`src/rtl/keypad_pkg.sv`:
```
// Shared types and sizing helpers for the matrix keypad scanner.
package keypad_pkg;

    localparam int KP_ROWS  = 4;
    localparam int KP_COLS  = 4;
    localparam int DB_CNT_W = 3;

    function automatic int kp_clog2_min1(input int n);
        return (n <= 2) ? 1 : $clog2(n);
    endfunction

    localparam int KEY_W = kp_clog2_min1(KP_ROWS * KP_COLS);

    // is_release: 0 = press, 1 = release ("release" itself is a reserved word)
    typedef struct packed {
        logic             is_release;
        logic [KEY_W-1:0] code;
    } kp_event_t;

endpackage

```
`src/rtl/kp_event_fifo.sv`:
```
// Event FIFO with a registered head entry; full-with-pop accepts a push.
module kp_event_fifo
    import keypad_pkg::*;
#(
    parameter int FIFO_DEPTH = 4
) (
    input  logic      clk,
    input  logic      reset,
    input  logic      push,
    input  kp_event_t push_data,
    input  logic      pop,
    output kp_event_t head,
    output logic      full,
    output logic      empty
);

    localparam int AW = kp_clog2_min1(FIFO_DEPTH);
    localparam int CW = AW + 1;

    kp_event_t     mem [FIFO_DEPTH];
    logic [AW-1:0] wr_ptr;
    logic [AW-1:0] rd_ptr;
    logic [AW-1:0] rd_next;
    logic [CW-1:0] count;
    logic [CW-1:0] count_after_pop;
    logic          do_push;
    logic          do_pop;

    assign empty           = (count == '0);
    assign full            = (count == CW'(FIFO_DEPTH));
    assign do_pop          = pop & ~empty;
    assign do_push         = push & (~full | do_pop);
    assign rd_next         = rd_ptr + AW'(do_pop);
    assign count_after_pop = count - CW'(do_pop);

    always_ff @(posedge clk) begin
        if (do_push) begin
            mem[wr_ptr] <= push_data;
        end
    end

    always_ff @(posedge clk) begin
        if (reset) begin
            wr_ptr <= '0;
            rd_ptr <= '0;
            count  <= '0;
            head   <= '0;
        end else begin
            wr_ptr <= wr_ptr + AW'(do_push);
            rd_ptr <= rd_next;
            count  <= count_after_pop + CW'(do_push);
            // A push into an otherwise empty FIFO becomes the head directly.
            if (do_push && (count_after_pop == '0)) begin
                head <= push_data;
            end else if (do_pop) begin
                head <= mem[rd_next];
            end
        end
    end

endmodule

```
`src/rtl/keypad_scanner.sv`:
```
// Matrix keypad scanner: column strobing, per-key debounce and press/release event FIFO.
module keypad_scanner
    import keypad_pkg::*;
#(
    parameter int N_ROWS         = 4,
    parameter int N_COLS         = 4,
    parameter int SETTLE_CYCLES  = 3,
    parameter int DEBOUNCE_SCANS = 3,
    parameter int FIFO_DEPTH     = 4
) (
    input  logic              clk,
    input  logic              reset,
    input  logic              scan_en,
    input  logic [N_ROWS-1:0] row,
    output logic [N_COLS-1:0] col,
    output logic              key_valid,
    input  logic              key_ready,
    output logic [KEY_W-1:0]  key_code,
    output logic              key_release,
    output logic              overflow
);

    localparam int N_KEYS = N_ROWS * N_COLS;
    localparam int CIW    = kp_clog2_min1(N_COLS);
    localparam int DW     = kp_clog2_min1(SETTLE_CYCLES + 1);
    localparam int RW     = kp_clog2_min1(N_ROWS);

    generate
        if (N_ROWS < 1 || N_COLS < 2) begin : g_bad_matrix
            $error("keypad_scanner: need N_ROWS >= 1 and N_COLS >= 2");
        end
        if (SETTLE_CYCLES < N_ROWS - 1) begin : g_bad_settle
            $error("keypad_scanner: SETTLE_CYCLES must be >= N_ROWS-1");
        end
        if (DEBOUNCE_SCANS < 1 || DEBOUNCE_SCANS > 7) begin : g_bad_debounce
            $error("keypad_scanner: DEBOUNCE_SCANS must be 1..7");
        end
        if (FIFO_DEPTH < 2 || (FIFO_DEPTH & (FIFO_DEPTH - 1)) != 0) begin : g_bad_depth
            $error("keypad_scanner: FIFO_DEPTH must be a power of 2, >= 2");
        end
        if (kp_clog2_min1(N_KEYS) > KEY_W) begin : g_bad_keyw
            $error("keypad_scanner: key index does not fit keypad_pkg::KEY_W");
        end
    endgenerate

    logic [CIW-1:0]      col_idx;
    logic [DW-1:0]       dwell;
    logic                sample;

    logic [N_KEYS-1:0]   state;
    logic [N_KEYS-1:0]   state_n;
    logic [DB_CNT_W-1:0] db_cnt [N_KEYS];
    logic [DB_CNT_W-1:0] cnt_n  [N_KEYS];

    logic [N_ROWS-1:0]   pend;
    logic [N_ROWS-1:0]   pend_rel;
    logic [CIW-1:0]      pend_col;
    logic [N_ROWS-1:0]   new_pend;
    logic [N_ROWS-1:0]   new_rel;
    logic [N_ROWS-1:0]   drain_mask;
    logic [RW-1:0]       sel;

    logic                push;
    logic                pop;
    logic                fifo_full;
    logic                fifo_empty;
    logic                drop;
    kp_event_t           push_data;
    kp_event_t           head;

    assign sample = scan_en && (dwell == DW'(SETTLE_CYCLES));

    always_comb begin
        col          = '0;
        col[col_idx] = 1'b1;
    end

    // Debounce only the keys of the column being sampled this cycle.
    always_comb begin
        state_n  = state;
        cnt_n    = db_cnt;
        new_pend = '0;
        new_rel  = '0;
        if (sample) begin
            for (int r = 0; r < N_ROWS; r++) begin
                if (row[r] != state[int'(col_idx) * N_ROWS + r]) begin
                    if (db_cnt[int'(col_idx) * N_ROWS + r] == DB_CNT_W'(DEBOUNCE_SCANS - 1)) begin
                        state_n[int'(col_idx) * N_ROWS + r] = row[r];
                        cnt_n[int'(col_idx) * N_ROWS + r]   = '0;
                        new_pend[r]                         = 1'b1;
                        new_rel[r]                          = ~row[r];
                    end else begin
                        cnt_n[int'(col_idx) * N_ROWS + r] = db_cnt[int'(col_idx) * N_ROWS + r] + 1'b1;
                    end
                end else begin
                    cnt_n[int'(col_idx) * N_ROWS + r] = '0;
                end
            end
        end
    end

    // Lowest pending row drains first, one per cycle.
    always_comb begin
        sel = '0;
        for (int r = N_ROWS - 1; r >= 0; r--) begin
            if (pend[r]) begin
                sel = RW'(r);
            end
        end
        push                 = |pend;
        drain_mask           = '0;
        drain_mask[sel]      = push;
        push_data.is_release = pend_rel[sel];
        push_data.code       = KEY_W'(int'(pend_col) * N_ROWS + int'(sel));
    end

    assign pop  = key_valid & key_ready;
    assign drop = push & fifo_full & ~pop;

    always_ff @(posedge clk) begin
        if (reset) begin
            col_idx  <= '0;
            dwell    <= '0;
            state    <= '0;
            pend     <= '0;
            overflow <= 1'b0;
            for (int k = 0; k < N_KEYS; k++) begin
                db_cnt[k] <= '0;
            end
        end else begin
            if (sample) begin
                dwell   <= '0;
                col_idx <= (col_idx == CIW'(N_COLS - 1)) ? '0 : col_idx + 1'b1;
            end else if (scan_en) begin
                dwell <= dwell + 1'b1;
            end
            state  <= state_n;
            db_cnt <= cnt_n;
            // The last drain of the previous column may coincide with this sample.
            pend   <= sample ? new_pend : (pend & ~drain_mask);
            if (drop) begin
                overflow <= 1'b1;
            end
        end
    end

    always_ff @(posedge clk) begin
        if (sample) begin
            pend_col <= col_idx;
            pend_rel <= new_rel;
        end
    end

    kp_event_fifo #(
        .FIFO_DEPTH (FIFO_DEPTH)
    ) u_fifo (
        .clk       (clk),
        .reset     (reset),
        .push      (push),
        .push_data (push_data),
        .pop       (pop),
        .head      (head),
        .full      (fifo_full),
        .empty     (fifo_empty)
    );

    assign key_valid   = ~fifo_empty;
    assign key_code    = head.code;
    assign key_release = head.is_release;

endmodule

```
`config.mk`:
```
export PLATFORM = sky130hd
export DESIGN_NAME = keypad_scanner
export DESIGN_NICKNAME = d
export VERILOG_FILES = /design/src/rtl/keypad_pkg.sv /design/src/rtl/kp_event_fifo.sv /design/src/rtl/keypad_scanner.sv
export SDC_FILE = /design/constraint.sdc
export NUM_CORES = 1
export LEC_CHECK = 0
export CAP_MARGIN = 15
export CELL_PAD_IN_SITES_DETAIL_PLACEMENT = 1
export CELL_PAD_IN_SITES_GLOBAL_PLACEMENT = 2
export CORE_UTILIZATION = 41
export CTS_BUF_LIST = sky130_fd_sc_hd__clkbuf_4 sky130_fd_sc_hd__clkbuf_8
export DETAILED_ROUTE_END_ITERATION = 10
export GPL_ROUTABILITY_DRIVEN = 1
export PLACE_DENSITY_LB_ADDON = 0.1
export SLEW_MARGIN = 20
export SYNTH_ARGS = -nofsm -noshare
export SYNTH_HDL_FRONTEND = slang
export SYNTH_SLANG_ARGS = --single-unit
```
`constraint.sdc`:
```
create_clock -name clk -period 3.2 [get_ports clk]
set_input_delay 0.96 -clock clk [delete_from_list [all_inputs] [get_ports clk]]
set_output_delay 0.96 -clock clk [all_outputs]
set_load 0.1 [all_outputs]
```
After elaboration in Yosys (flattened, before gate mapping):

Memories as Yosys holds them, arrays and structs flattened.
Cells that the tools add are included.

* word-level logic and storage cells: 219
* bits in read-only memories: 0
* memories kept: 1
* input bits: 8
* latch bits: 0
* output and inout port bits: 11
* flip-flop bits (word level): 91
* memory bits (writable): 20

* add/sub/neg operators: 14
* bitwise operators: 28
* shift-type cells: 0
* reductions and logical operators: 21
* divide/modulo/power cells: 0
* multipliers: 0
* muxes and demuxes: 93
* magnitude comparators: 20
* equal/unequal tests: 11

Memories
* u_fifo.mem: words 4, bits a word 5, rd ports 1, clocked after memory_dff 0, wr ports 1, RTL line kp_event_fifo.sv:20 `kp_event_t mem [FIFO_DEPTH];`

Operators with widths (count)
* 2-to-1 mux 48 bit: 11
* bitwise AND 48 bit: 4
* bitwise mux 48 bit: 4
* NOT 48 bit: 4
* 2-to-1 mux 16 bit: 11
* greater-or-equal comparator 32 x 5 -> 1 bit (second input constant): 4
* < comparator 32 x 1 -> 1 bit (second input constant): 4
* greater-or-equal comparator 32 x 1 -> 1 bit (second input constant): 3
* < comparator 32 x 6 -> 1 bit (second input constant): 3
* NOT 5 -> 32 bit: 3
* bitwise mux 16 bit: 4
* binary-select mux 3 bit (select 4 bit): 4
* demux 3 bit (select 4 bit): 4
* 2-to-1 mux 3 bit: 12
* NOT 4 -> 32 bit: 1
* 2-to-1 mux 1 bit: 24
* adder 3 x 1 -> 3 bit (second input constant): 4
* binary-select mux 1 bit (select 4 bit): 3
* demux 1 bit (select 4 bit): 3
* == test 3 x 2 -> 1 bit (second input constant): 4
* logical AND 1 bit: 12
* adder 4 x 2 -> 5 bit (second input constant): 2
* 2-to-1 mux 2 bit: 5
* 2-to-1 mux 5 bit: 2
* 26 further kinds: 52

Logic depth before layout (Yosys ltp):

* depth in word-level cells: 21
* mapped depth: 11
* mapped depth without buffers: 7

By module:

From an unflattened synthesis, not the netlist that was laid out.

* cell total of the unflattened synthesis: 479
* area, all modules: 5134.9 um^2

Modules (own cells, without submodules)
* keypad_scanner: instances 1, cells each 385, area each 3797.4 um^2, sequential area each 1641.6 um^2
* kp_event_fifo: instances 1, cells each 94, area each 1337.5 um^2, sequential area each 840.8 um^2

Worst setup path before layout:

No wires, ideal clock.

* path type: input to register
* start: in key_ready
* end: reg, netlist name u_fifo.head[4]
* slack: 0.294 ns
* path buffers: 1
* cell stages on the path: 7
* setup time: 0.119 ns
* required time: 3.081 ns
* data arrival time: 2.787 ns
* cell sequence: o31ai_1 > inv_1 > ha_1 > clkbuf_1 > mux4_2 > and2_1 > o221a_2

* longest elaborated chain between the ends: 6
* elaborated cells between the ends (all ways): 12
* those cells by class: add/sub (2); mux (2); bitwise (4); reduce/logical (3); memory (1)

RTL lines
* start: declaration: RTL line keypad_scanner.sv:17 `input logic key_ready,`
* bitwise AND 1 bit: RTL line keypad_scanner.sv:117 `assign pop = key_valid & key_ready;`
* bitwise AND 1 bit: RTL line kp_event_fifo.sv:31 `assign do_pop = pop & ~empty;`
* adder 2 x 1 -> 2 bit: RTL line kp_event_fifo.sv:33 `assign rd_next = rd_ptr + AW'(do_pop);`
* named net u_fifo.rd_next[0]: RTL line kp_event_fifo.sv:23 `logic [AW-1:0] rd_next;`
* memory (4 x 5 bit)
* 2-to-1 mux 5 bit: RTL line kp_event_fifo.sv:55 `end else if (do_pop) begin`
* 2-to-1 mux 5 bit: RTL line kp_event_fifo.sv:53 `if (do_push && (count_after_pop == '0)) begin`

The timed path passes the listed nets, and every way through them passes these cells. The select of a mux whose other input is x is not followed.
A chain may end at the register's enable or synchronous reset.

Final worst setup path:

* start: reg col_idx[0]
* end: out col[2]

* longest elaborated chain between the ends: 4
* elaborated cells between the ends (all ways): 5
* those cells by class: order compare (2); mux (2); reduce/logical (1)

RTL lines
* start: declaration: RTL line keypad_scanner.sv:46 `logic [CIW-1:0] col_idx;`
* start signal: assignment: RTL line keypad_scanner.sv:133 `col_idx <= (col_idx == CIW'(N_COLS - 1)) ? '0 : col_idx + 1'b1;`
* < comparator 2 x 3 -> 1 bit (implied by the code) or greater-or-equal comparator 2 x 1 -> 1 bit (tied branches): RTL line keypad_scanner.sv:75 `col[col_idx] = 1'b1;`
* logical AND 1 bit (implied by the code): RTL line keypad_scanner.sv:75
* 2-to-1 mux 1 bit (implied by the code): RTL line keypad_scanner.sv:75
* demux 1 bit (select 2 bit) *: RTL line keypad_scanner.sv:75
* end: declaration: RTL line keypad_scanner.sv:15 `output logic [N_COLS-1:0] col,`

Every way passes the cells marked *; elsewhere a longest branch is shown, timed or not.

==> impl.org <==
** Status
- Result of the run :: finished clean

** Power and ir drop
- Dividing total power by cell area gives a power density of between 400 and 500 nW/um2.
- Net switching power :: around 750 uW
- Overall power consumption after layout is estimated at about 2.6 mW.
- Static leakage :: between 2 and 2.5 nW
- Sequential Power Share :: 56.1%
- Worst vdd ir :: 0.177 mV
- The internal portion of the total power is around 1.8 mW.
- Of the total power, combinational logic draws ~12%.
- Switching share of power :: roughly 29%
- The share of total power dissipated in the clock network is 32.5%.

** GRT
- The number of antenna violations at the first check in global routing is 0.
- Total overflow reported by the global router :: 0
- The via count of the first global-routing pass was just over 4000.
- All-layer global routing usage :: between 20 and 25%
- Largest net degree at the start of global routing :: 34
- The first global-routing pass estimated between 20 and 25 mm of wire.

** Routing
- The detail route stage leaves a number of antenna-violating nets equal to 0.
- Length of the first detailed-routing pass in iterations :: 4
- DRC Markers :: 0
- Number of violations reported at the end of detailed-routing iteration 0 :: 182
- Count of vias placed by the detailed router :: just over 4000
- In the final routed layout, each cell accounts on average for roughly 18 um.
- The routed design has 13.6 mm of wire.
- Post-detailed-route via-to-cell ratio :: 5.57

** Critical path
- Kind of critical path :: reg2out
- Endpoint class of the critical path :: output pin
- Worst-path maximum fanout :: 8
- For the worst setup path, the data required time is 2.24 ns.
- STA puts the critical path data arrival time at roughly 1.9 ns.
- STA classifies the critical path startpoint as a flip-flop.

** Clock tree
- CTS saw between 100 and 150 sinks.
- In this run the post-CTS setup repair buffer count came out at 0.
- Latest clock arrival within the worst-skew pair :: 0.39 ns
- Hold_buf cts :: 0
- Root Buffer :: sky130_fd_sc_hd__clkbuf_8
- CTS clock-pin slew for the worst setup and hold paths :: around 0.11 ns
- TritonCTS built the clock tree.
- Number of clock buffers inserted by TritonCTS :: 9
- PostCTS Resize Cnt :: 0
- The longest clock path from root to sink contains 2 buffers.
- The clock tree synthesis step divided the H-tree into 3 levels.

** Placed design
- The HPWL after detailed placement is ~9.7 mm.
- Final weighted congestion in routability-driven placement :: ~0.75
- Counting tap cells, the placed design contains a total of 721 instances.
- Input and output buffers added on the ports amount to 18.

** STA
- Final critical path time including I/O delays and setup :: roughly 2.9 ns
- For the pin with the worst max-slew slack, the measured transition is 0.813 ns.
- Final period utilization :: between 80 and 90%
- Setup total negative slack on the finished layout was measured at 0 ns.
- Hold violation total from the final report :: 0
- Fin. max-slew vios :: 0
- Clock skew :: approximately 0.011 ns
- RSZ-0062 raised after global routing :: false
- Setup violations remaining at the end of the flow were counted as 0.
- Static timing analysis puts the maximum clock frequency at around 350 MHz.
- In this run the tightest slew margin relative to its limit is between 40% and 50%.
- Worst hold-check slack :: around 0.46 ns

** Final layout
- Share of cells above drive strength 1 :: between 10% and 20%
- Fill cells in the final layout number about 1400.
- Combined area of the multi-input logic cells :: roughly 2600 um2
- # diodes :: 0
- Relative area change from synthesis to final layout :: 13.2%
- Registers take about 2500 um2.
- NumNets Final :: 586
- For this run, the number of standard cells in the final layout without fillers is ~740.

** Floorplanning
- Initial cell density of the core :: 42.1%
- Number of top-level pins :: 19
- The floorplan step set the die width to ~120 um.
- The floorplan has between 40 and 50 rows.
- Area enclosed by the die boundary :: 13500 um2
- The region available for standard cell placement spans ~13000 um2.
- In this run the vertical extent of the chip is around 120 um.

** Job
- Max-cap violations in this run came to 0.

** Hold path
- Path category of the worst min-delay check :: reg2reg

** Synthesis
- Fraction of the mapped netlist area in simple logic gates :: roughly a fifth
- Number of enable-type register cells in the synthesized netlist :: 26
- Measured against the total synthesized area, the mux share comes to between 10% and 20%.
- A synthesized cell averages around 10 um2.
- Area contributors post-synth :: sky130_fd_sc_hd__dfxtp_1 (32%), sky130_fd_sc_hd__edfxtp_1 (15%), sky130_fd_sc_hd__mux4_2 (6.8%), sky130_fd_sc_hd__nand3_1 (5.2%), sky130_fd_sc_hd__ha_1 (4.2%)
- The number of nets in the synthesized netlist is 560.
- In this run, distinct cell masters in the synthesized netlist total 53.
- sky130_fd_sc_hd__dfxtp_1 takes more of the synthesized area than any other cell.
- Register bit count reported by yosys :: between 100 and 150
- Main combinational cell family by area after synthesis :: simple AND/OR/NAND/NOR gates
- During synthesis, Yosys emitted a total of 0 warnings.
- In this run the cell area of the synthesized design comes to approximately 5300 um2.
- The synthesized netlist devotes 10.3% of its cell area to compound gates.
- Of the total synthesized cell area, the portion taken by full adders, half adders and majority gates is ~4.2%.
- Cell types with the highest counts after synthesis :: sky130_fd_sc_hd__dfxtp_1 (85), sky130_fd_sc_hd__nand2_1 (58), sky130_fd_sc_hd__nand3_1 (55)
- Among all flip-flop cells after synthesis, the most frequent one is sky130_fd_sc_hd__dfxtp_1.
- The top cell type by area accounts for between 30% and 40% of the synthesized area.
- Sequential cells were found to cover a little under half of the synthesized design area.
- Synthesis produced a netlist whose cell count is around 530.
- Of the total synthesized cell area, the portion taken by XOR and XNOR cells is under 10%.
- Counting flops with an async set or reset pin after synthesis yields a share of 0%.
- Most frequent cell after synthesis :: sky130_fd_sc_hd__dfxtp_1
## path summary, 6_finish.rpt
check,start,cells past startpoint,to,slack (ns)
worst min-delay path,db_cnt[10],2,db_cnt[10],0.46
worst min register to register,db_cnt[10],2,db_cnt[10],0.46
worst max register to register,col_idx[1],7,db_cnt[11],0.45
worst max-delay path,col_idx[0],4,col[2],0.35
## metal layers
layer	global-route usage, %	up-vias	wire length, um
met1	31.1	2054	6610
met4	7.69	0	184
met5	0	-	0
met2	35.4	43	6440
li1	-	1997	-
met3	2.30	11	343
## placed cells by master (no fill, tap or decap), types with 4 or more instances in the layout
| cell | instances |
|---|---|
| sky130_fd_sc_hd__a21oi_1 | 21 |
| sky130_fd_sc_hd__dfxtp_1 | 85 |
| sky130_fd_sc_hd__ha_1 | 18 |
| sky130_fd_sc_hd__inv_1 | 15 |
| sky130_fd_sc_hd__nor2b_1 | 10 |
| sky130_fd_sc_hd__clkdlybuf4s50_1 | 7 |
| sky130_fd_sc_hd__and2_1 | 6 |
| sky130_fd_sc_hd__nand3_1 | 55 |
| sky130_fd_sc_hd__nor2_1 | 34 |
| sky130_fd_sc_hd__clkbuf_8 | 9 |
| sky130_fd_sc_hd__nand2_1 | 58 |
| sky130_fd_sc_hd__or4_1 | 13 |
| sky130_fd_sc_hd__and3_1 | 5 |
| sky130_fd_sc_hd__mux4_2 | 16 |
| sky130_fd_sc_hd__nor3_1 | 11 |
| sky130_fd_sc_hd__buf_4 | 36 |
| sky130_fd_sc_hd__o31ai_2 | 4 |
| sky130_fd_sc_hd__xor2_1 | 6 |
| sky130_fd_sc_hd__edfxtp_1 | 26 |
| sky130_fd_sc_hd__nand2b_1 | 9 |
| sky130_fd_sc_hd__nand3b_1 | 6 |
| sky130_fd_sc_hd__a32oi_1 | 4 |
| sky130_fd_sc_hd__xnor2_1 | 4 |
| sky130_fd_sc_hd__mux2i_1 | 16 |
| sky130_fd_sc_hd__mux2_2 | 7 |
| sky130_fd_sc_hd__buf_12 | 5 |
| sky130_fd_sc_hd__o21ai_0 | 21 |
| sky130_fd_sc_hd__or3_1 | 5 |
| sky130_fd_sc_hd__o31ai_1 | 10 |
## cells by family after synthesis
logic type / Yosys count
flops: 111
compound gates: 82
mux: 40
simple gates: 223
fa+ha+maj: 18
xor+xnor: 11
buf+inv: 49
## worst max-delay path: stages, from the launching register on
cell and delay (ns):
sky130_fd_sc_hd__dfxtp_1 0.57, sky130_fd_sc_hd__buf_4 0.27, sky130_fd_sc_hd__inv_1 0.12, sky130_fd_sc_hd__ha_1 0.33, sky130_fd_sc_hd__buf_12 0.21
## power by group through the flow
stage | logic [mW] | clock network (mW) | registers (mW)
after CTS | 0.301 | 0.879 | 1.46
after detailed placement | 0.300 | 0 | 1.49
after global routing | 0.323 | 0.928 | 1.46
after global placement | 0.296 | 0 | 1.49
final | 0.298 | 0.843 | 1.46
after floorplan | 0.162 | 0 | 1.54
## state kept, by name, indices dropped and copies added, names as in the netlist, 3 cells and up
name          cells
db_cnt           48
pend              4
pend_rel          4
state            16
u_fifo.count      3
u_fifo.head       5
u_fifo.mem       20
## cell type report
class / count / area share [%]
multi-input combinational: 374 / 43.7
sequential: 111 / 41.2
timing repair buffer: 48 / 7.30
tap: 172 / 3.57
clock buffer: 9 / 2.05
clock inverter: 7 / 1.22
inverter: 16 / 0.996
## through the flow
stage / worst slack, ns / util (%) / area (um2)
final: 0.345 / 47.6 / 6030
after global routing: 0.208 / 47.6 / 6030
after CTS: 0.285 / 47.6 / 6030
after detailed placement: 0.182 / 46.0 / 5830
after global placement: 0.230 / 46.0 / 5830
after floorplan: 0.294 / - / 5330
Power figures use the tool's default switching activity.
